<file path="config.mk">
export PLATFORM = sky130hd
export DESIGN_NAME = tree_result_packer_flat
export DESIGN_NICKNAME = d
export VERILOG_FILES = /design/src/rtl/tree_result_packer_if.sv /design/src/rtl/tree_result_packer.sv /design/src/flat_wrapper.sv
export SDC_FILE = /design/constraint.sdc
export NUM_CORES = 1
export LEC_CHECK = 0
export BUFFER_PORTS_ARGS = -buffer_cell sky130_fd_sc_hd__clkbuf_2
export CAP_MARGIN = 20
export CORE_MARGIN = 4
export CORE_UTILIZATION = 40
export CTS_CLUSTER_SIZE = 24
export DETAILED_ROUTE_END_ITERATION = 16
export GPL_TIMING_DRIVEN = 0
export PLACE_DENSITY = 0.56
export SLEW_MARGIN = 5
export SYNTH_ARGS = -nofsm -noshare
export SYNTH_HDL_FRONTEND = slang
export SYNTH_SLANG_ARGS = --single-unit
</file>
<file path="constraint.sdc">
create_clock -name clk -period 2.15 [get_ports clk]
set_input_delay 0.43 -clock clk [delete_from_list [all_inputs] [get_ports clk]]
set_output_delay 0.43 -clock clk [all_outputs]
set_load 0.02 [all_outputs]
</file>
<file path="src/rtl/tree_result_packer_if.sv">
// tree_result_packer_if: valid/ready output stream carrying packed result words.
//   out_valid  head word present
//   out_ready  consumer accepts head when out_valid && out_ready
//   out_data   packed result bits, bit 0 oldest
//   out_count  meaningful bits in out_data
// master = producer (packer), slave = consumer.
interface tree_result_packer_if #(parameter int PACK_W = 8);
    localparam int CW = $clog2(PACK_W + 1);
    logic              out_valid;
    logic              out_ready;
    logic [PACK_W-1:0] out_data;
    logic [CW-1:0]     out_count;
    modport master (output out_valid, out_data, out_count, input out_ready);
    modport slave  (input out_valid, out_data, out_count, output out_ready);
endinterface

</file>
<file path="src/rtl/tree_result_packer.sv">
// tree_result_packer: packs valid reduction-tree result bits LSB-first into words behind a FIFO.
//   clk        clock
//   rst        synchronous active-high reset
//   src_valid  a real word enters the tree this cycle
//   tree_b     tree result bit, valid LATENCY cycles after src_valid
//   flush      emit the current partial word
//   overflow   sticky: a completed word was dropped on a full FIFO
//   bus        output stream (out_valid/out_ready/out_data/out_count)
module tree_result_packer #(
    parameter int LATENCY = 3,
    parameter int PACK_W  = 8,
    parameter int DEPTH   = 4
) (
    input  logic clk,
    input  logic rst,
    input  logic src_valid,
    input  logic tree_b,
    input  logic flush,
    output logic overflow,
    tree_result_packer_if.master bus
);
    localparam int CW = $clog2(PACK_W + 1);
    localparam int AW = $clog2(DEPTH);
    logic [LATENCY-1:0] vsr;
    logic               res_valid, complete, push, pop, wr, full, empty;
    logic [CW-1:0]      fill, push_count;
    logic [PACK_W-1:0]  acc, push_data;
    logic [AW:0]        wp, rp;
    logic [PACK_W-1:0]  mem_data [DEPTH];
    logic [CW-1:0]      mem_count [DEPTH];
    always_comb begin
        res_valid  = vsr[LATENCY-1];
        complete   = res_valid && fill == CW'(PACK_W - 1);
        push       = complete || (flush && (fill != '0 || res_valid));
        // acc bits at and above fill are always zero, so OR-ing in the new bit is enough
        push_data  = acc | (PACK_W'(res_valid & tree_b) << fill);
        push_count = fill + CW'(res_valid);
        empty      = wp == rp;
        full       = wp == {~rp[AW], rp[AW-1:0]};
        pop        = !empty && bus.out_ready;
        wr         = push && (!full || pop);
    end
    assign bus.out_valid = !empty;
    assign bus.out_data  = empty ? '0 : mem_data[rp[AW-1:0]];
    assign bus.out_count = empty ? '0 : mem_count[rp[AW-1:0]];
    always_ff @(posedge clk) begin
        if (rst) begin
            vsr      <= '0;
            fill     <= '0;
            acc      <= '0;
            wp       <= '0;
            rp       <= '0;
            overflow <= 1'b0;
        end else begin
            vsr  <= LATENCY'({vsr, src_valid});
            fill <= push ? '0 : push_count;
            acc  <= push ? '0 : push_data;
            if (wr) wp <= wp + (AW + 1)'(1);
            if (pop) rp <= rp + (AW + 1)'(1);
            if (push && !wr) overflow <= 1'b1;
        end
    end
    always_ff @(posedge clk) begin
        if (wr) begin
            mem_data[wp[AW-1:0]]  <= push_data;
            mem_count[wp[AW-1:0]] <= push_count;
        end
    end
endmodule

</file>
<file path="src/flat_wrapper.sv">
// flat-port wrapper written by rule: the top's interface ports become plain ports
module tree_result_packer_flat 
#(
    parameter int LATENCY = 3,
    parameter int PACK_W  = 8,
    parameter int DEPTH   = 4
)
  (clk, rst, src_valid, tree_b, flush, overflow, bus_out_valid, bus_out_data, bus_out_count, bus_out_ready);
  tree_result_packer_if #(.PACK_W(PACK_W)) bus_i ();
  input  logic clk;
  input  logic rst;
  input  logic src_valid;
  input  logic tree_b;
  input  logic flush;
  output logic overflow;
  output wire logic [$bits(bus_i.out_valid)-1:0] bus_out_valid;
  output wire logic [$bits(bus_i.out_data)-1:0] bus_out_data;
  output wire logic [$bits(bus_i.out_count)-1:0] bus_out_count;
  input wire logic [$bits(bus_i.out_ready)-1:0] bus_out_ready;
  assign bus_out_valid = bus_i.out_valid;
  assign bus_out_data = bus_i.out_data;
  assign bus_out_count = bus_i.out_count;
  assign bus_i.out_ready = bus_out_ready;
  tree_result_packer #(.LATENCY(LATENCY), .PACK_W(PACK_W), .DEPTH(DEPTH)) u_core (.clk(clk), .rst(rst), .src_valid(src_valid), .tree_b(tree_b), .flush(flush), .overflow(overflow), .bus(bus_i));
endmodule
</file>
# Word-level counts from Yosys, hierarchy flattened
# Memory sizes are Yosys's and may differ from the RTL's. A register that Yosys moved wholly into a read port is not among the register bits.
# Index checks and enable logic that the tools add are counted.
# totals
register_bits	22
ramBits	48
in_bits	6
out_inout_bits	14
wordCells	39
memories	2
# mem_list
name	words	word_bits	rd	rd_clocked_by_memory_dff	write_ports	line_no	rtl
u_core.mem_data	4	8	1	1	1	tree_result_packer.sv:29	logic [PACK_W-1:0] mem_data [DEPTH];
u_core.mem_count	4	4	1	1	1	tree_result_packer.sv:30	logic [CW-1:0] mem_count [DEPTH];
# op_classes
add_sub_neg	3
eq_ne	3
shifts	1
mux	8
bitwise_logic	3
reduce_logical	13
# ops
op	n
2-bit 2-to-1 mux	4
8-bit 2-to-1 mux	1
8-bit bitwise OR	1
8-bit by 4-bit << shifter with 8-bit output	1
3-bit by 1-bit adder with 3-bit output, second input constant	2
3-bit == test	2
1-bit logical AND	5
4-bit by 1-bit adder with 4-bit output	1
4-bit by 3-bit == test with 1-bit output, second input constant	1
4-bit 2-to-1 mux	1
4-bit nonzero test	1
1-bit zero test	3
1-bit logical OR	3
1-bit 2-to-1 mux	2
2-bit OR reduction	1
1-bit AND	1
1-bit NOT	1

# Depth between registers and ports, before layout
# Gate-level depths: netlist of run 1.
# depth
depth_word	7
ltp_mapped	6
ltp_nobuf	4

# Worst setup path after synthesis of run 1
# Ideal clock, no wire load.
# synth_path
kind	register to register
startpoint	register u_core.fill[3]
endpoint	register u_core.wp[2]
setup_time_ns	0.121
arrival_ns	1.773
t_required_ns	2.029
path_slack_ns	0.256
stages_incl_launch_ff	6
n_path_buf	1
period_less_slack_ns	1.894
path_cell_list	dfxtp_1 > clkbuf_2 > and4b_2 > o22ai_4 > nor3b_2 > mux2_4
# synth_via
elab_chain_len	5
elab_cells_between_ends	7
classes_between	eq/ne: 1; reduce/logical: 6
# synth_lines
element	line_no	rtl
from (decl)	tree_result_packer.sv:26	logic [CW-1:0] fill, push_count;
from (signal assigned)	tree_result_packer.sv:56	fill <= push ? '0 : push_count;
4-bit nonzero test	tree_result_packer.sv:34	push = complete || (flush && (fill != '0 || res_valid));
1-bit logical OR	tree_result_packer.sv:34	
1-bit logical AND	tree_result_packer.sv:34	
1-bit logical OR *	tree_result_packer.sv:34	
1-bit logical AND *	tree_result_packer.sv:41	wr = push && (!full || pop);
to (signal assigned)	tree_result_packer.sv:58	if (wr) wp <= wp + (AW + 1)'(1);
to (decl)	tree_result_packer.sv:28	logic [AW:0] wp, rp;
# Every way passes the cells marked *; elsewhere a longest branch is shown, timed or not.
# A chain may end at the register's enable or synchronous reset.

==> results of run 1 <==
[worst min path at each step]
stage                                        start  slack [ps]                        to  cells past startpoint
after floorplan           u_core.vsr[0]$_SDFF_PP0_         410  u_core.vsr[1]$_SDFF_PP0_                      1
after global placement    u_core.vsr[0]$_SDFF_PP0_         420  u_core.vsr[1]$_SDFF_PP0_                      1
after detailed placement  u_core.vsr[0]$_SDFF_PP0_         430  u_core.vsr[1]$_SDFF_PP0_                      1
after CTS                                src_valid         290  u_core.vsr[0]$_SDFF_PP0_                      2
after global routing                     src_valid         300  u_core.vsr[0]$_SDFF_PP0_                      2
final                                    src_valid         320  u_core.vsr[0]$_SDFF_PP0_                      2
[critical path: cells and delay by family (launching register included)]
| kind | cells | cell delay (ps) |
|---|---|---|
| buffers and inverters | 2 | 300 |
| DFF | 1 | 390 |
| muxes | 1 | 490 |
| and+or+nand+nor | 1 | 150 |
[metal layers]
layer / GRT usage [%] / share of wire (%)
met4: 7.58 / 0.58
met1: 14.8 / 43
met5: 0 / 0
met3: 2.65 / 2.5
met2: 21.6 / 54
[through the flow]
step	TNS, ps	instances	power (W)	hold slack, ps	worst slack (ps)
floorplan	0	185	0.00162	414	256
global placement	-2990	300	0.00166	417	-226
detailed placement	-1140	301	0.00166	431	-131
CTS	0	318	0.00269	295	6.88
global route	0	321	0.00278	304	1.89
finish	0	321	0.00266	317	67.5
[cells by family after synthesis]
group | share of synthesized area (%)
AO/OA/AOI/OAI | 4.10
XOR/XNOR | 2.39
adder cells (fa/ha/maj) | 2.99
buffers and inverters | 2.13
flip-flops | 65.5
multiplexers | 10.9
AND/OR/NAND/NOR | 11.9
[synth_stat cells]
master,count,area (µm²)
a21o_1,6,45.0
a31o_2,2,17.5
and2_1,3,18.8
and2b_1,1,7.51
and3_1,1,6.26
and4b_2,1,11.3
buf_2,1,5.00
buf_6,2,22.5
clkbuf_1,3,11.3
clkbuf_2,1,5.00
dfxtp_1,24,480
edfxtp_1,48,1440
ha_1,7,87.6
inv_1,5,18.8
mux2_4,2,30.0
mux2i_1,2,20.0
mux4_2,12,270
nand2_1,2,7.51
nand2b_1,3,18.8
nand3_1,1,5.00
nor2_1,13,48.8
nor2_2,1,6.26
nor2b_1,17,106
nor2b_2,8,70.1
nor3_1,2,10.0
nor3b_1,1,7.51
nor3b_2,1,12.5
nor4_1,1,6.26
o21ba_2,1,10.0
o22ai_4,1,20.0
o311ai_0,1,8.76
o31ai_1,1,7.51
o41a_1,1,11.3
or4_1,1,7.51
xnor2_1,2,17.5
xor2_1,6,52.6
[state kept, by name, summed over array words and instances, names as in the netlist, named ones only]
name,cells
u_core.overflow,1
u_core.acc,8
u_core.vsr,3
u_core.fill,4
u_core.mem_count,16
u_core.mem_data,32
u_core.wp,3
u_core.rp,3
[area by class of cell]
type,count,area [µm²]
well taps,96,120
fillers,609,3470
flip-flops and latches,72,1930
plain buffers,7,70.1
clock buffers,13,149
multi-input cells,101,992
inverters,5,18.8
clock inverters,3,42.5
repair buffers,24,154
[where the power goes]
part	switching (W)	internal, W
registers	0.0000109	0.00147
clock network	0.000437	0.000567
logic	0.0000917	0.0000817
[repair_timing]
action / CTS / global route
pin swaps: 2 / 0
buffers inserted: 1 / 2
gates resized for setup: 17 / 6
hold endpoints to repair: 0 / 0
endpoints found under the setup margin: 23 / 49
gates cloned: 0 / 1
==> impl_metrics.py, run 1 <==
metrics = {
    "clock_tree": {
        "cts_max_path_buffers": 2,
        "numClockSinks": 72,
        "cts_tree": "yes",
        "cts_buffers": 9,
        "clock_latency_ps": 330,
        "worst_setup_hold_path_clk_slew_ps": 60,
        "clk_root_buffer_cell": "clkbuf_8",
        "hold_buffers": 0,
        "clock_tree.htree_level_count": 3,
    },
    "setup_path": {
        "critPathKind": "flop to primary output",
        "timing.critical_path.to": "bus_out_count[0]",
        "rr_startpoint": "u_core.wp[0]$_SDFFE_PP0P_",
        "worst-r2r-setup-slack_ps": 150,
        "critical-path-max-stage-delay_ps": 490,
        "critical_path_peak_fanout": 5,
        "crit_path_start_kind": "flop",
        "endpoint_kind": "primary output",
        "timing.critical_path.slowest_stage_cell": "mux4_2",
        "crit-reg2reg-capture": "u_core.mem_count[1][3]$_DFFE_PP_",
        "critical_path_arrival_ps": 1650,
        "worstRegToRegCells": 4,
        "required_time_of_the_critical_path_ps": 1720,
        "worstPathCellList": "buf_12, mux4_2, nor2b_1, clkbuf_2",
    },
    "floorplanning": {
        "ioPinCount": 20,
        "placeableCoreArea_um2": 6940,
        "chipWidth_um": 93.6,
        "fp.dieH_um": 93.6,
        "floorplan.die_area_um2": 8770,
        "start_util_pct": 42.2,
        "rows": 30,
    },
    "finish": {
        "finish.utilization_pct": 50.0,
        "layout-area-overhead-vs-synth_pct": 18.5,
        "share_of_layout_cells_above_drive_strength_1_pct": 36.4,
        "insertedDiodeCount": 0,
        "finish.instance_area_um2": 3470,
        "nets": 233,
        "mostFrequentLayoutCell": "edfxtp_1",
        "most-common-layout-cells": "edfxtp_1, dfxtp_1, clkbuf_2, nor2b_1, nor2_1",
    },
    "global_routing": {
        "overflow": 0,
        "overall_track_demand_over_capacity_in_global_routing_pct": 12.7,
        "grt_max_degree": 13,
        "grt_antenna_before_repair": 0,
        "grt_pass1_vias": 1636,
        "grt_first_pass_wirelength_mm": 8.15,
    },
    "route": {
        "vias_per_cell": 4.77,
        "dr_total_vias": 1531,
        "detail_route.iter0.violations": 54,
        "drt-wirelength-per-cell_um": 15.4,
        "final_wirelength_mm": 4.96,
        "drc": 0,
        "drt.antenna.violating_nets": 0,
        "drt-pass1-iter-count": 4,
    },
    "yosys": {
        "synth_warnings": 0,
        "synth_sequential_area_ratio_pct": 65.5,
        "synth_cells": 185,
        "synth.distinct_cells": 36,
        "synth.cell_area_um2": 2930,
        "avg_inst_size_synth_um2": 15.9,
        "syn_nets": 198,
        "postSynthRegisterBits": 72,
    },
    "run": {
        "drv_cap": 0,
    },
    "timing": {
        "hold_viol": 0,
        "setup_viol": 0,
        "unrepaired_setup_endpoints_after_global_routing": "false",
        "final-max-slew-violation-count": 0,
        "max_clock_freq_mhz": 480,
        "clock-skew-final_ps": 10.0,
        "slew_headroom_pct": 56.4,
        "post_layout_min_period_ps": 2080,
        "layout_worst_path_cycle_share_pct": 96.9,
        "worst_slew_pin_tran_ps": 649,
    },
    "outcome": {
        "status": "completed",
    },
    "place": {
        "place.detailed.hpwl_mm": 3.38,
        "detailed_place.area_um2": 3160,
        "routabilityCongestion": 0.818,
        "io_buffer_count": 19,
    },
    "worst_hold_path": {
        "hold_path_class": "primary input to flop",
    },
    "power_and_ir_drop": {
        "power.static_leakage_nw": 1.33,
        "pwr_density_cell_nw_per_um2": 766,
        "worst_ir_drop_vdd_mv": 0.289,
    },
}
Power figures use the tool's default switching activity.
==> inputs of run 2 (changes only) <==
- CORE_UTILIZATION: 40 -> 55
- PLACE_DENSITY: 0.56 -> 0.73
==> run 2 against run 1 <==
  * Non-clock buffer count up 1
  * Critical path depth unchanged
  * Hold slack worse by 21 ps
  * Global-route usage up 5.2 points
  * First-iteration DRC count up 72%
  * Combinational power up 6%
  * Sequential cell count unchanged
==> impl_metrics.py, run 2 (same netlist as run 1, synthesis figures left out) <==
metrics = {
    "outcome": {
        "status": "completed",
    },
    "timing": {
        "clock-skew-final_ps": 7.42,
        "worst_slew_pin_tran_ps": 689,
        "unrepaired_setup_endpoints_after_global_routing": "true",
        "post_layout_min_period_ps": 2110,
        "max_clock_freq_mhz": 473,
        "setup_viol": 0,
        "setup_total_negative_slack_ps": 0,
        "final-max-slew-violation-count": 0,
        "hold_viol": 0,
        "finalHoldWorstSlack_ps": 296,
        "layout_worst_path_cycle_share_pct": 98.3,
        "slew_headroom_pct": 53.6,
    },
    "place": {
        "detailed_place.area_um2": 3130,
        "routabilityCongestion": 0.812,
        "io_buffer_count": 19,
        "post-place-cells": 275,
        "place.detailed.hpwl_mm": 3.36,
    },
    "setup_path": {
        "critical_path_peak_fanout": 5,
        "required_time_of_the_critical_path_ps": 1720,
        "critical-path-max-stage-delay_ps": 480,
        "endpoint_kind": "primary output",
        "critical_path_arrival_ps": 1680,
        "timing.critical_path.slowest_stage_cell": "mux4_2",
        "critPathBufInv": 2,
        "crit_path_start_kind": "flop",
        "worstPathCellList": "clkbuf_16, mux4_2, nor2b_1, clkbuf_2",
        "critPathKind": "flop to primary output",
        "critical-path-top-delay-family": "multiplexers",
    },
    "route": {
        "final_wirelength_mm": 5.33,
        "drt-pass1-iter-count": 4,
        "drt-wirelength-per-cell_um": 18.0,
        "dr_total_vias": 1587,
        "vias_per_cell": 5.36,
        "drc": 0,
        "detail_route.iter0.violations": 93,
        "drt.antenna.violating_nets": 0,
    },
    "clock_tree": {
        "cts_max_path_buffers": 2,
        "clock_latency_ps": 340,
        "cts_buffers": 9,
        "numClockSinks": 72,
        "clock_tree.htree_level_count": 3,
        "clk_root_buffer_cell": "clkbuf_8",
        "worst_setup_hold_path_clk_slew_ps": 70,
        "cts_tree": "yes",
        "hold_buffers": 0,
    },
    "power_and_ir_drop": {
        "power.static_leakage_nw": 1.36,
        "worst_ir_drop_vdd_mv": 0.532,
        "switching_power_w": 0.000587,
        "pwr-share-comb_pct": 6.5,
        "cellInternalPower_w": 0.00224,
        "switch_share_pct": 20.8,
        "power_frac_seq_pct": 52.6,
        "clockPowerShare_pct": 41.0,
        "pwr_density_cell_nw_per_um2": 803,
    },
    "finish": {
        "largest_register_ff_count": 32,
        "finish.cell_count_without_fillers": 296,
        "layout-area-overhead-vs-synth_pct": 20.1,
        "share_of_layout_cells_above_drive_strength_1_pct": 38.9,
        "mostFrequentLayoutCell": "edfxtp_1",
        "finish.instance_area_um2": 3520,
        "nets": 234,
        "finish.utilization_pct": 68.5,
        "insertedDiodeCount": 0,
        "most-common-layout-cells": "edfxtp_1, dfxtp_1, clkbuf_2, nor2b_1, nor2_1",
    },
    "floorplanning": {
        "placeableCoreArea_um2": 5140,
        "start_util_pct": 57.1,
        "ioPinCount": 20,
        "chipWidth_um": 81.0,
        "rows": 26,
        "fp.dieH_um": 81.0,
        "floorplan.die_area_um2": 6570,
    },
    "global_routing": {
        "overall_track_demand_over_capacity_in_global_routing_pct": 18.0,
        "grt_max_degree": 13,
        "grt_antenna_before_repair": 0,
        "overflow": 0,
        "grt_first_pass_wirelength_mm": 8.28,
        "grt_pass1_vias": 1685,
    },
    "worst_hold_path": {
        "hold_path_class": "primary input to flop",
    },
    "run": {
        "drv_cap": 0,
    },
}
run 2: area by class of cell:
| cell class | count | area [µm²] |
|---|---|---|
| multi-input cells | 101 | 1020 |
| fillers | 358 | 1620 |
| clock inverters | 6 | 82.6 |
| repair buffers | 25 | 170 |
| plain buffers | 7 | 72.6 |
| flip-flops and latches | 72 | 1930 |
| well taps | 70 | 87.6 |
| inverters | 5 | 18.8 |
| clock buffers | 10 | 138 |
run 2: layer usage:
metal | up-vias | share of wire [%] | global-route usage (%)
li1 | 747 | - | -
met1 | 785 | 40 | 19.2
met4 | 0 | 2.9 | 10.3
met5 | - | 0 | 0
met2 | 40 | 53 | 30.4
met3 | 15 | 4.8 | 6.76
run 2: stage by stage:
step           setup slack, ps  power (W)
6_report                  36.6    0.00283
5_1_grt                  -22.0    0.00292
4_1_cts                   7.56    0.00282
3_5_place_dp              -200    0.00166
3_3_place_gp              -162    0.00166
2_1_floorplan              256    0.00162
run 2: power groups by stage:
| stage | Combinational (W) | Sequential, W | Clock, W |
|---|---|---|---|
| 5_1_grt | 0.000197 | 0.00149 | 0.00124 |
| 3_3_place_gp | 0.000145 | 0.00151 | 0 |
| 3_5_place_dp | 0.000151 | 0.00151 | 0 |
| 2_1_floorplan | 0.000106 | 0.00151 | 0 |
| 4_1_cts | 0.000162 | 0.00148 | 0.00118 |
| 6_report | 0.000183 | 0.00149 | 0.00116 |
run 2: final timing paths:
kind              cells past startpoint                              end  slack, ps                       from
setup reg to reg                      4  u_core.mem_data[1][0]$_DFFE_PP_        120  u_core.rp[0]$_SDFFE_PP0P_
hold reg to reg                       1         u_core.vsr[1]$_SDFF_PP0_        450   u_core.vsr[0]$_SDFF_PP0_
setup / recovery                      4                  bus_out_data[4]         40                       flop
hold / removal                        2         u_core.vsr[0]$_SDFF_PP0_        300                  src_valid
run 2: repair_timing:
action                                 4_1_cts  5_1_grt
endpoints found under the hold margin        0        0
gates cloned                                 0        1
setup buffers                                0        4
resized for setup                           17       18
setup endpoints to repair                   49       36
pin swaps                                    2        2
==> inputs of run 3 (changes only) <==
==> constraint.sdc (replaced) <==
create_clock -name clk -period 2.15 [get_ports clk]
set_input_delay 0.215 -clock clk [delete_from_list [all_inputs] [get_ports clk]]
set_output_delay 0.215 -clock clk [all_outputs]
set_load 0.02 [all_outputs]
==> run 3 against run 2 <==
  * Via count is 2.1% lower
  * Sequential power hardly changed
  * Global-route usage is 0.56 points lower
  * Sequential share of layout area is 1.8 points higher
==> impl_metrics.py, run 3 (same netlist as run 1, synthesis figures left out) <==
metrics = {
    "floorplanning": {
        "ioPinCount": 20,
        "chipWidth_um": 81.0,
        "rows": 26,
        "start_util_pct": 57.1,
        "floorplan.die_area_um2": 6570,
        "fp.dieH_um": 81.0,
        "placeableCoreArea_um2": 5140,
    },
    "clock_tree": {
        "clk_root_buffer_cell": "clkbuf_8",
        "cts_tree": "yes",
        "hold_buffers": 0,
        "worst_setup_hold_path_clk_slew_ps": 80,
        "numClockSinks": 72,
        "cts_buffers": 9,
        "clock_latency_ps": 340,
        "clock_tree.htree_level_count": 3,
        "cts_max_path_buffers": 2,
    },
    "setup_path": {
        "critical_path_peak_fanout": 12,
        "critical-path-max-stage-delay_ps": 560,
        "timing.critical_path.slowest_stage_cell": "nor4_1",
        "required_time_of_the_critical_path_ps": 2210,
        "endpoint_kind": "flop",
        "critPathKind": "flop to flop",
        "critical_path_arrival_ps": 2060,
        "crit_path_start_kind": "flop",
        "critical-path-top-delay-family": "simple AND/OR/NAND/NOR gates",
        "critPathBufInv": 0,
        "worstPathCellList": "xor2_2, nor4_1, nor2_2, and2_2",
    },
    "route": {
        "drt.antenna.violating_nets": 0,
        "dr_total_vias": 1553,
        "drt-pass1-iter-count": 4,
        "final_wirelength_mm": 5.03,
        "drt-wirelength-per-cell_um": 17.2,
        "detail_route.iter0.violations": 79,
        "vias_per_cell": 5.32,
        "drc": 0,
    },
    "place": {
        "place.detailed.hpwl_mm": 3.36,
        "io_buffer_count": 19,
        "routabilityCongestion": 0.812,
        "detailed_place.area_um2": 3130,
    },
    "finish": {
        "most-common-layout-cells": "edfxtp_1, dfxtp_1, clkbuf_2, nor2b_1, nor2_1",
        "insertedDiodeCount": 0,
        "share_of_layout_cells_above_drive_strength_1_pct": 34.7,
        "multiInputGateArea_um2": 978,
        "finish.instance_area_um2": 3400,
        "layout.filler_cells": 381,
        "register_area_um2": 1920,
        "nets": 230,
        "layout-area-overhead-vs-synth_pct": 15.8,
        "mostFrequentLayoutCell": "edfxtp_1",
        "largest_register_ff_count": 32,
    },
    "global_routing": {
        "grt_antenna_before_repair": 0,
        "grt_first_pass_wirelength_mm": 8.02,
        "overflow": 0,
        "overall_track_demand_over_capacity_in_global_routing_pct": 17.4,
        "grt_max_degree": 13,
        "grt_pass1_vias": 1670,
    },
    "outcome": {
        "status": "completed",
    },
    "run": {
        "drv_cap": 0,
    },
    "timing": {
        "unrepaired_setup_endpoints_after_global_routing": "false",
        "worst_slew_pin_tran_ps": 578,
        "finalHoldWorstSlack_ps": 81.8,
        "hold_viol": 0,
        "clock-skew-final_ps": 7.04,
        "setup_viol": 0,
        "layout_worst_path_cycle_share_pct": 93.0,
        "slew_headroom_pct": 61.1,
        "final-max-slew-violation-count": 0,
        "post_layout_min_period_ps": 2000,
        "max_clock_freq_mhz": 500,
    },
    "power_and_ir_drop": {
        "worst_ir_drop_vdd_mv": 0.525,
        "pwr_density_cell_nw_per_um2": 823,
        "power.static_leakage_nw": 1.32,
    },
    "worst_hold_path": {
        "hold_path_class": "primary input to flop",
    },
}
## run 3: cell count changes in the layout (fill, tap and decap cells not counted), sizes merged
| cell | delta |
|---|---|
| buf | -6 |
| clkbuf | +2 |
## run 3: routing by layer
layer | track usage (%) | vias up | part of all wire, %
met2 | 29.1 | 35 | 52
met4 | 10.1 | 0 | 3.6
met5 | 0 | - | 0
met1 | 19.0 | 761 | 41
li1 | - | 741 | -
met3 | 6.32 | 16 | 4.3
## run 3: path summary, 6_finish.rpt
check	slack [ps]	startpoint	endpoint	depth (start not counted)
worst max-delay path	150	u_core.wp[0]$_SDFFE_PP0P_	u_core.mem_data[1][0]$_DFFE_PP_	4
worst min-delay path	80	src_valid	u_core.vsr[0]$_SDFF_PP0_	2
worst max register to register	150	u_core.wp[0]$_SDFFE_PP0P_	u_core.mem_data[1][0]$_DFFE_PP_	4
worst min register to register	450	u_core.vsr[0]$_SDFF_PP0_	u_core.vsr[1]$_SDFF_PP0_	1
## run 3: layout make-up
| class | instances | area share, % |
|---|---|---|
| sequential | 72 | 56.6 |
| multi-input combinational | 101 | 28.8 |
| clock buffer | 10 | 4.05 |
| timing repair buffer | 21 | 3.35 |
| tap | 70 | 2.58 |
| clock inverter | 6 | 2.43 |
| buffer | 7 | 1.62 |
| inverter | 5 | 0.553 |
## run 3: report_power, final
part | internal (W) | switching, W | total [W]
Clock | 0.000679 | 0.000477 | 0.00116
Combinational | 0.0000669 | 0.0000888 | 0.000156
Sequential | 0.00147 | 0.00000904 | 0.00148
Total | 0.00222 | 0.000575 | 0.00279
## run 3: what timing repair did
item	CTS	global route
endpoints found under the hold margin	0	0
endpoints found under the setup margin	47	11
pin swaps	1	0
buffers inserted	1	0
gates resized for setup	7	6
## run 3: per-stage QoR
step	instances	TNS [ps]	power, W	worst slack (ps)	util [%]
after floorplan	185	0	0.00162	256	-
after global placement	274	-1260	0.00166	-162	60.6
after detailed placement	275	-222	0.00166	-18.5	60.8
after CTS	292	0	0.00281	17.8	65.5
after global routing	292	0	0.00289	4.75	66.1
final	292	0	0.00279	150	66.1
